[config.mk]
export PLATFORM = sky130hd
export DESIGN_NAME = fetch_unit
export DESIGN_NICKNAME = d
export VERILOG_FILES = /design/src/rtl/riscv_pkg.sv /design/src/rtl/sync_fifo.sv /design/src/rtl/fetch_unit.sv
export SDC_FILE = /design/constraint.sdc
export NUM_CORES = 1
export LEC_CHECK = 0
export CAP_MARGIN = 30
export CELL_PAD_IN_SITES_DETAIL_PLACEMENT = 0
export CELL_PAD_IN_SITES_GLOBAL_PLACEMENT = 1
export CORE_AREA = 2 2 181 183
export DETAILED_ROUTE_END_ITERATION = 10
export DIE_AREA = 0 0 183 185
export PLACE_DENSITY_LB_ADDON = 0.08
export SLEW_MARGIN = 40
export SYNTH_ARGS = -nofsm -noshare
export SYNTH_HDL_FRONTEND = slang
export SYNTH_SLANG_ARGS = --single-unit
[constraint.sdc]
create_clock -name clk_i -period 3.45 [get_ports clk_i]
set_input_delay 0.345 -clock clk_i [delete_from_list [all_inputs] [get_ports clk_i]]
set_output_delay 0.345 -clock clk_i [all_outputs]
set_load 0.005 [all_outputs]
[src/rtl/riscv_pkg.sv]
// Shared fetch-side types and constants for the instruction fetch unit.
package riscv_pkg;

   localparam logic [31:0] RESET_PC_DEFAULT = 32'h0000_0000;

   typedef enum logic [0:0] {
      FETCH = 1'b0,
      FLUSH = 1'b1
   } fetch_state_e;

endpackage

[src/rtl/sync_fifo.sv]
// Single-clock FIFO with synchronous flush; head word is visible on data_o while not empty.
module sync_fifo #(
   parameter int unsigned WIDTH = 64,
   parameter int unsigned DEPTH = 4
) (
   input  logic                       clk_i,
   input  logic                       rst_ni,
   input  logic                       flush_i,
   input  logic                       push_i,
   input  logic [WIDTH-1:0]           data_i,
   input  logic                       pop_i,
   output logic [WIDTH-1:0]           data_o,
   output logic                       full_o,
   output logic                       empty_o,
   output logic [$clog2(DEPTH+1)-1:0] count_o
);

   localparam int unsigned AW = $clog2(DEPTH);
   localparam int unsigned CW = $clog2(DEPTH+1);

   logic [WIDTH-1:0] r_mem [DEPTH];
   logic [AW-1:0]    r_wptr;
   logic [AW-1:0]    r_rptr;
   logic [CW-1:0]    r_count;

   logic w_full;
   logic w_empty;
   logic w_do_push;
   logic w_do_pop;

   assign w_full    = (r_count == CW'(DEPTH));
   assign w_empty   = (r_count == '0);
   assign w_do_pop  = pop_i && !w_empty;
   // A full FIFO may still accept a word when the head leaves in the same cycle.
   assign w_do_push = push_i && (!w_full || w_do_pop);

   always_ff @(posedge clk_i) begin
      if (!rst_ni || flush_i) begin
         r_wptr  <= '0;
         r_rptr  <= '0;
         r_count <= '0;
      end else begin
         if (w_do_push) r_wptr <= r_wptr + AW'(1);
         if (w_do_pop)  r_rptr <= r_rptr + AW'(1);
         unique case ({w_do_push, w_do_pop})
            2'b10:   r_count <= r_count + CW'(1);
            2'b01:   r_count <= r_count - CW'(1);
            default: r_count <= r_count;
         endcase
      end
   end

   always_ff @(posedge clk_i) begin
      if (w_do_push && !flush_i) r_mem[r_wptr] <= data_i;
   end

   assign data_o  = r_mem[r_rptr];
   assign full_o  = w_full;
   assign empty_o = w_empty;
   assign count_o = r_count;

endmodule

[src/rtl/fetch_unit.sv]
// Instruction fetch unit: credit-limited request issue, in-order response capture into a
// prefetch buffer, and redirect handling that discards responses to stale requests.
module fetch_unit
   import riscv_pkg::*;
#(
   parameter int unsigned      XLEN     = 32,
   parameter int unsigned      DEPTH    = 4,
   parameter logic [XLEN-1:0]  RESET_PC = XLEN'(RESET_PC_DEFAULT)
) (
   input  logic            clk_i,
   input  logic            rst_ni,
   output logic            imem_req_valid_o,
   input  logic            imem_req_ready_i,
   output logic [XLEN-1:0] imem_req_addr_o,
   input  logic            imem_rsp_valid_i,
   input  logic [XLEN-1:0] imem_rsp_data_i,
   input  logic            redirect_i,
   input  logic [XLEN-1:0] redirect_pc_i,
   output logic            instr_valid_o,
   input  logic            instr_ready_i,
   output logic [XLEN-1:0] instr_o,
   output logic [XLEN-1:0] instr_pc_o
);

   localparam int unsigned CW = $clog2(DEPTH+1);
   localparam int unsigned SW = CW + 1;

   fetch_state_e    r_state;
   logic [XLEN-1:0] r_fetch_pc;
   logic [XLEN-1:0] r_rsp_pc;
   logic [CW-1:0]   r_outstanding;
   logic [CW-1:0]   r_drop_cnt;

   logic [2*XLEN-1:0] w_head;
   logic [CW-1:0]     w_count;
   logic              w_full;
   logic              w_empty;
   logic              w_instr_valid;
   logic              w_credit_ok;
   logic              w_req_valid;
   logic              w_req_fire;
   logic              w_rsp_in;
   logic              w_push;
   logic              w_pop;
   logic [CW-1:0]     w_left_after_redirect;
   logic [XLEN-1:0]   w_redirect_pc;
   logic              w_unused_pc_lsb;

   assign w_redirect_pc   = {redirect_pc_i[XLEN-1:2], 2'b00};
   assign w_unused_pc_lsb = ^redirect_pc_i[1:0];

   // Responses with nothing outstanding (e.g. from before reset) are ignored.
   assign w_rsp_in    = imem_rsp_valid_i && (r_outstanding != '0);
   assign w_credit_ok = (SW'(r_outstanding) + SW'(w_count)) < SW'(DEPTH);
   assign w_req_valid = rst_ni && (r_state == FETCH) && !redirect_i && w_credit_ok;
   assign w_req_fire  = w_req_valid && imem_req_ready_i;

   assign w_instr_valid = rst_ni && !w_empty;
   assign w_push        = w_rsp_in && (r_state == FETCH) && !redirect_i;
   assign w_pop         = w_instr_valid && instr_ready_i && !redirect_i;

   assign w_left_after_redirect = r_outstanding - CW'(w_rsp_in);

   always_ff @(posedge clk_i) begin
      if (!rst_ni) begin
         r_state       <= FETCH;
         r_fetch_pc    <= RESET_PC;
         r_rsp_pc      <= RESET_PC;
         r_outstanding <= '0;
         r_drop_cnt    <= '0;
      end else if (redirect_i) begin
         r_fetch_pc    <= w_redirect_pc;
         r_rsp_pc      <= w_redirect_pc;
         r_outstanding <= w_left_after_redirect;
         r_drop_cnt    <= w_left_after_redirect;
         r_state       <= (w_left_after_redirect != '0) ? FLUSH : FETCH;
      end else begin
         if (w_req_fire) r_fetch_pc <= r_fetch_pc + XLEN'(4);
         if (w_push)     r_rsp_pc   <= r_rsp_pc + XLEN'(4);
         unique case ({w_req_fire, w_rsp_in})
            2'b10:   r_outstanding <= r_outstanding + CW'(1);
            2'b01:   r_outstanding <= r_outstanding - CW'(1);
            default: r_outstanding <= r_outstanding;
         endcase
         unique case (r_state)
            FETCH: r_state <= FETCH;
            FLUSH: begin
               if (w_rsp_in) begin
                  r_drop_cnt <= r_drop_cnt - CW'(1);
                  if (r_drop_cnt == CW'(1)) r_state <= FETCH;
               end
            end
            default: r_state <= FETCH;
         endcase
      end
   end

   sync_fifo #(
      .WIDTH (2*XLEN),
      .DEPTH (DEPTH)
   ) u_buf (
      .clk_i   (clk_i),
      .rst_ni  (rst_ni),
      .flush_i (redirect_i),
      .push_i  (w_push),
      .data_i  ({r_rsp_pc, imem_rsp_data_i}),
      .pop_i   (w_pop),
      .data_o  (w_head),
      .full_o  (w_full),
      .empty_o (w_empty),
      .count_o (w_count)
   );

   logic w_unused_full;
   assign w_unused_full = w_full;

   assign imem_req_valid_o = w_req_valid;
   assign imem_req_addr_o  = r_fetch_pc;
   assign instr_valid_o    = w_instr_valid;
   assign instr_pc_o       = w_head[2*XLEN-1:XLEN];
   assign instr_o          = w_head[XLEN-1:0];

endmodule

## Yosys cells after proc, flatten, opt, wreduce, memory -nomap -nowiden

Memories as Yosys holds them, arrays and structs flattened. A register that Yosys moved wholly into a read port is not among the register bits.
Cells that the tools add are included.

- RAM bits: 256
- Bits of input ports: 70
- Logic and storage cells: 80
- Bits in registers: 78
- Memories kept: 1
- Output and inout bits: 98

- Reduce and logical (&&, ||, !) cells: 30
- Muxes and demuxes: 19
- Equal/unequal tests: 6
- Bitwise logic cells: 2
- $add $sub $neg: 11
- $lt $le $gt $ge: 1

Memories:

| name | depth | bits a word | read ports | clocked after Yosys merged registers in | wr ports | line | RTL |
|---|---|---|---|---|---|---|---|
| u_buf.r_mem | 4 | 64 | 1 | 1 | 1 | sync_fifo.sv:21 | `logic [WIDTH-1:0] r_mem [DEPTH];` |

Operators with widths:

| operator | number |
|---|---|
| $mux W32 | 4 |
| $add A32 B3 Y32 const B | 2 |
| $logic_and A1 B1 Y1 | 13 |
| $mux W3 | 4 |
| $pmux W3 S2 | 2 |
| $reduce_bool A2 Y1 | 5 |
| $reduce_bool A3 Y1 | 3 |
| $sub A3 B1 Y3 const B | 3 |
| $add A3 B1 Y3 const B | 2 |
| $mux W1 | 6 |
| $add A2 B1 Y2 const B | 2 |
| $add A3 B3 Y4 | 1 |
| $eq A2 B1 Y1 const B | 2 |
| $eq A2 B2 Y1 const B | 2 |
| $logic_not A1 Y1 | 4 |
| $lt A4 B3 Y1 const B | 1 |
| $mux W2 | 2 |
| $eq A3 B1 Y1 const B | 1 |
| $eq A3 B3 Y1 const B | 1 |
| $logic_not A3 Y1 | 1 |
| $sub A3 B1 Y3 | 1 |
| $logic_or A1 B1 Y1 | 2 |
| $not A1 Y1 | 2 |
| $pmux W1 S2 | 1 |
| other kinds (2) | 2 |

## Logic depth before layout (Yosys ltp)

- Depth after elaboration: 11
- Depth in mapped cells: 11
- Mapped depth without buffers: 9

## Modules after synthesis

From an unflattened synthesis, not the netlist that was laid out.

- Cells, all modules: 864
- Area, all modules: 13584.3 um2

Modules (own cells, without submodules):

| module | instances | area an instance (um2) | sequential area each (um2) | cells an instance |
|---|---|---|---|---|
| sync_fifo | 1 | 9778.1 | 7867.5 | 401 |
| fetch_unit | 1 | 3806.2 | 1341.3 | 463 |

## Least setup slack after synthesis

No wires, ideal clock.

- Kind: input port to flip-flop
- Start point: input port rst_ni
- End point: memory u_buf.r_mem[1][0], enable pin
- Setup time: 426 ps
- Data arrival time: 2819 ps
- Cell stages on the path: 4
- Setup slack: 205 ps
- Path buffers: 1
- Required time: 3024 ps
- Cells stage by stage: buf_2 -> a211oi_1 -> a2111oi_2 -> and2_1

- Cells in the longest elaborated chain, start to end: 9

Ends and longest elaborated chain:

| item | line | RTL |
|---|---|---|
| from (decl) | fetch_unit.sv:11 | `input logic rst_ni,` |
| $logic_and A1 B1 Y1 | fetch_unit.sv:58 | `assign w_instr_valid = rst_ni && !w_empty;` |
| $logic_and A1 B1 Y1 (2 in a row) | fetch_unit.sv:60 | `assign w_pop = w_instr_valid && instr_ready_i && !redirect_i;` |
| $logic_and A1 B1 Y1 | sync_fifo.sv:33 | `assign w_do_pop = pop_i && !w_empty;` |
| $logic_or A1 B1 Y1 | sync_fifo.sv:35 | `assign w_do_push = push_i && (!w_full \|\| w_do_pop);` |
| $logic_and A1 B1 Y1 | sync_fifo.sv:35 |  |
| $logic_and A1 B1 Y1 | sync_fifo.sv:54 | `if (w_do_push && !flush_i) r_mem[r_wptr] <= data_i;` |
| $mux W1 | sync_fifo.sv:54 |  |
| $mux W1 (implied by the code) | sync_fifo.sv:54 |  |
| to (decl) | sync_fifo.sv:21 |  |

No other way between the ends.

==> flow_metrics.py <==
metrics = {
    "synthesis": {
        "synth_enable_flop_cells": 248,
        "synth.largest_area_cell": "sky130_fd_sc_hd__edfxtp_1",
        "syn-instance-count": 851,
        "synth_xor_xnor_area_share_pct": 2.93,
        "number_of_synthesized_register_bits": 324,
        "synth_ff_type": "sky130_fd_sc_hd__edfxtp_1",
        "ys_async_sr_fraction_pct": 0,
        "synthesis.area_per_instance_um2": 15.5,
        "synth_compound_gate_area_share_pct": 6.14,
        "synth_sequential_area_ratio_pct": 68.1,
        "synth_simple_gate_area_share_pct": 8.21,
        "synth_fa_ha_area_share_pct": 1.44,
        "mappedNetlistArea_um2": 13200,
        "synthMuxAreaShare_pct": 10.9,
        "yosys_warnings": 0,
        "synth_largest_type_area_fraction_pct": 56.6,
        "synthDistinctLibCells": 54,
        "post_synth_main_area_contributors": "sky130_fd_sc_hd__edfxtp_1 (57%), sky130_fd_sc_hd__dfxtp_1 (12%), sky130_fd_sc_hd__mux4_2 (11%)",
        "combinational_family_with_the_most_area_after_synthesis": "multiplexers",
    },
    "floorplanning": {
        "rows": 66,
        "floorplan.die_area_um2": 33900,
        "initial_utilization_pct": 41.1,
        "design.core.area_um2": 32000,
        "die_h_um": 185,
        "chipWidth_um": 183,
        "io-pin-count": 168,
    },
    "routing": {
        "drc_violation_count_after_routing": 0,
        "avgRoutedWirePerCell_um": 20.0,
        "dr.pass1.iters": 5,
        "finalWirelength_um": 29200,
        "drtIter0Drc": 486,
        "number_of_nets_with_antenna_violations_after_routing": 0,
        "post_drt_via_cell_ratio": 5.36,
        "route.vias.total": 7838,
    },
    "timing": {
        "tightest_slew_ps": 865,
        "slew_headroom_pct": 41.8,
        "report.final.hold_viol_count": 0,
        "timing.final.crit_period_ps": 2800,
        "final.setup.tns_ps": 0,
        "min_period_over_period_pct": 81.2,
        "rsz0062_at_grt": "no",
        "fmax_mhz": 357,
        "finClkSkew_ps": 11.4,
        "drv_slew": 0,
        "total_setup_violations_reported_at_the_end_of_the_flow": 0,
    },
    "grt": {
        "met1_usage_pct": 23.6,
        "global_route_wire_length_before_repair_um": 44600,
        "groute.layer.met3.usage_pct": 3.03,
        "grt_antenna_before_repair": 0,
        "busiest_layer": "met2",
        "grt_pass1_vias": 7908,
        "globalRouteOverflowTotal": 0,
        "grt_use_met2_pct": 28.2,
        "grt_usage_pct": 17.2,
        "grt_max_degree": 56,
    },
    "place": {
        "port_buffers": 161,
        "finalWeightedCongestion": 0.795,
        "dpl.hpwl_um": 19100,
    },
    "power_and_ir_drop": {
        "combPwrFrac_pct": 10.2,
        "power_per_cell_area_nw_per_um2": 553,
        "clock_power_share_pct": 40.1,
        "irDropWorstVdd_mv": 0.347,
        "power.share.sequential_pct": 49.7,
        "swShare_pct": 22.4,
        "power.net_switching_uw": 2050,
        "p_leak_uw": 0.00532,
        "cellInternalPower_uw": 7100,
    },
    "clocking": {
        "cts-resized-gates": 0,
        "cts.sinks": 324,
        "cts.reportedPaths.clkPinSlew_ps": 50,
        "clock_latency_ps": 510,
        "cts_inserted_buffers": 36,
        "clock_tree.buffer_depth": 3,
        "cts_tree": "done",
        "cts_max_level": 2,
        "holdBufCountCts": 0,
        "cts_setup_buffers": 0,
        "cts_root_buf": "sky130_fd_sc_hd__clkbuf_16",
    },
    "setup_path": {
        "critical_path.max_fanout": 25,
        "worst_path_dominant_cell_family": "buffers and inverters",
        "crit_path_end_kind": "output pin",
        "slowest_delay_ps": 610,
        "wp_data_required_ps": 3110,
        "slowest_cell_on_the_critical_path": "sky130_fd_sc_hd__dfxtp_4",
        "path_buf_inv": 2,
        "cp.arrival_ps": 2460,
        "crit_type": "reg -> out",
        "crit_path_start_kind": "flop",
        "critical_path.cell_chain": "buf_12 -> mux4_2 -> clkdlybuf4s50_1",
    },
    "layout": {
        "area_growth_pct": 25.6,
        "fillerInstances": 2737,
        "layout.nets": 1113,
        "antenna_diodes": 0,
        "post-route-util_pct": 51.6,
        "post_route_cells_drive_above_1_share_pct": 15.0,
    },
    "min_path": {
        "min-delay-path-class": "in -> reg",
    },
    "status": {
        "run_status": "completed",
    },
    "flow_run": {
        "cap_viol_max_count": 0,
    },
}
## cell usage in the layout, fill, tap and decap left out, types with 4 or more instances in the layout
cell                                n
sky130_fd_sc_hd__edfxtp_1         248
sky130_fd_sc_hd__clkdlybuf4s50_1  161
sky130_fd_sc_hd__dfxtp_1           74
sky130_fd_sc_hd__mux4_2            62
sky130_fd_sc_hd__a21oi_1           53
sky130_fd_sc_hd__nand2_1           45
sky130_fd_sc_hd__o21ai_0           39
sky130_fd_sc_hd__clkbuf_16         37
sky130_fd_sc_hd__nor2_1            33
sky130_fd_sc_hd__xor2_1            29
sky130_fd_sc_hd__nand3_1           27
sky130_fd_sc_hd__nand4_1           25
sky130_fd_sc_hd__inv_1             18
sky130_fd_sc_hd__buf_4             17
sky130_fd_sc_hd__xnor2_1           15
sky130_fd_sc_hd__a31oi_1           13
sky130_fd_sc_hd__ha_1              12
sky130_fd_sc_hd__and3_1            11
sky130_fd_sc_hd__or3_1              9
sky130_fd_sc_hd__clkbuf_1           9
sky130_fd_sc_hd__buf_12             8
sky130_fd_sc_hd__a211oi_1           7
sky130_fd_sc_hd__o211ai_1           7
sky130_fd_sc_hd__and4_1             7
sky130_fd_sc_hd__nor4_1             7
sky130_fd_sc_hd__clkinv_1           7
sky130_fd_sc_hd__and2_1             6
sky130_fd_sc_hd__and2_2             4
sky130_fd_sc_hd__conb_1             4
## power groups by stage
stage                     combinational [µW]  sequential [µW]  clock [µW]
after CTS                                945             4540        3770
after global placement                   942             4620           0
final                                    928             4540        3670
after global routing                    1020             4570        3920
after detailed placement                 937             4620           0
after floorplan                          488             4570           0
## cell usage after synthesis, types with 13 or more instances
cell type	number
sky130_fd_sc_hd__o21ai_0	39
sky130_fd_sc_hd__a31oi_1	13
sky130_fd_sc_hd__a21oi_1	53
sky130_fd_sc_hd__dfxtp_1	76
sky130_fd_sc_hd__xnor2_1	15
sky130_fd_sc_hd__mux4_2	62
sky130_fd_sc_hd__xor2_1	29
sky130_fd_sc_hd__nand4_1	25
sky130_fd_sc_hd__clkbuf_1	31
sky130_fd_sc_hd__nand3_1	27
sky130_fd_sc_hd__nand2_1	45
sky130_fd_sc_hd__inv_1	19
sky130_fd_sc_hd__edfxtp_1	248
sky130_fd_sc_hd__nor2_1	33
## state kept, by name, indices dropped and copies added (netlist names), named ones only
signal           cells
u_buf.r_wptr         2
u_buf.r_mem        248
imem_req_addr_o     30
r_state              1
r_rsp_pc            30
u_buf.r_rptr         2
u_buf.count_o        3
r_outstanding        3
r_drop_cnt           3
## cells by family (layout without fill, tap and decap cells)
logic type,Yosys count,after routing
xor+xnor,44,44
fa+ha+maj,14,14
simple gates,197,197
other cells,1,4
flops,324,324
buf+inv,69,269
compound gates,136,136
mux,66,66
## path summary, 6_finish.rpt
kind,startpoint,endpoint,slack (ps),cells after the start
worst max-delay path,flop,instr_pc_o[18],650,3
worst min-delay path,imem_rsp_data_i[9],u_buf.r_mem[1][9],470,1
worst max register to register,r_outstanding[2],r_outstanding[0],910,7
worst min register to register,imem_req_addr_o[7],imem_req_addr_o[7],520,2
## cell type report
class	count	area (µm²)	share of cell area, %
tap	408	510	3.09
timing repair buffer	186	1900	11.5
sequential	324	8980	54.3
inverter	20	75.1	0.454
multi-input combinational	461	3940	23.9
clock buffer	47	973	5.89
clock inverter	16	156	0.946
## per-layer routing
| metal | vias up | share of wire [%] |
|---|---|---|
| met5 | - | 0 |
| met4 | 0 | 1.9 |
| met3 | 36 | 4.6 |
| met2 | 192 | 47 |
| met1 | 3926 | 46 |
| li1 | 3684 | - |
## per-stage QoR
step	cells	hold slack, ps	total power (µW)	setup slack, ps	cell area [µm²]
4_1_cts	1462	443	9260	568	16500
3_5_place_dp	1399	496	5560	770	15400
6_report	1462	466	9140	648	16500
2_1_floorplan	854	444	5060	205	13200
3_3_place_gp	1399	500	5560	798	15400
5_1_grt	1462	468	9500	507	16500
Power figures use the tool's default switching activity.
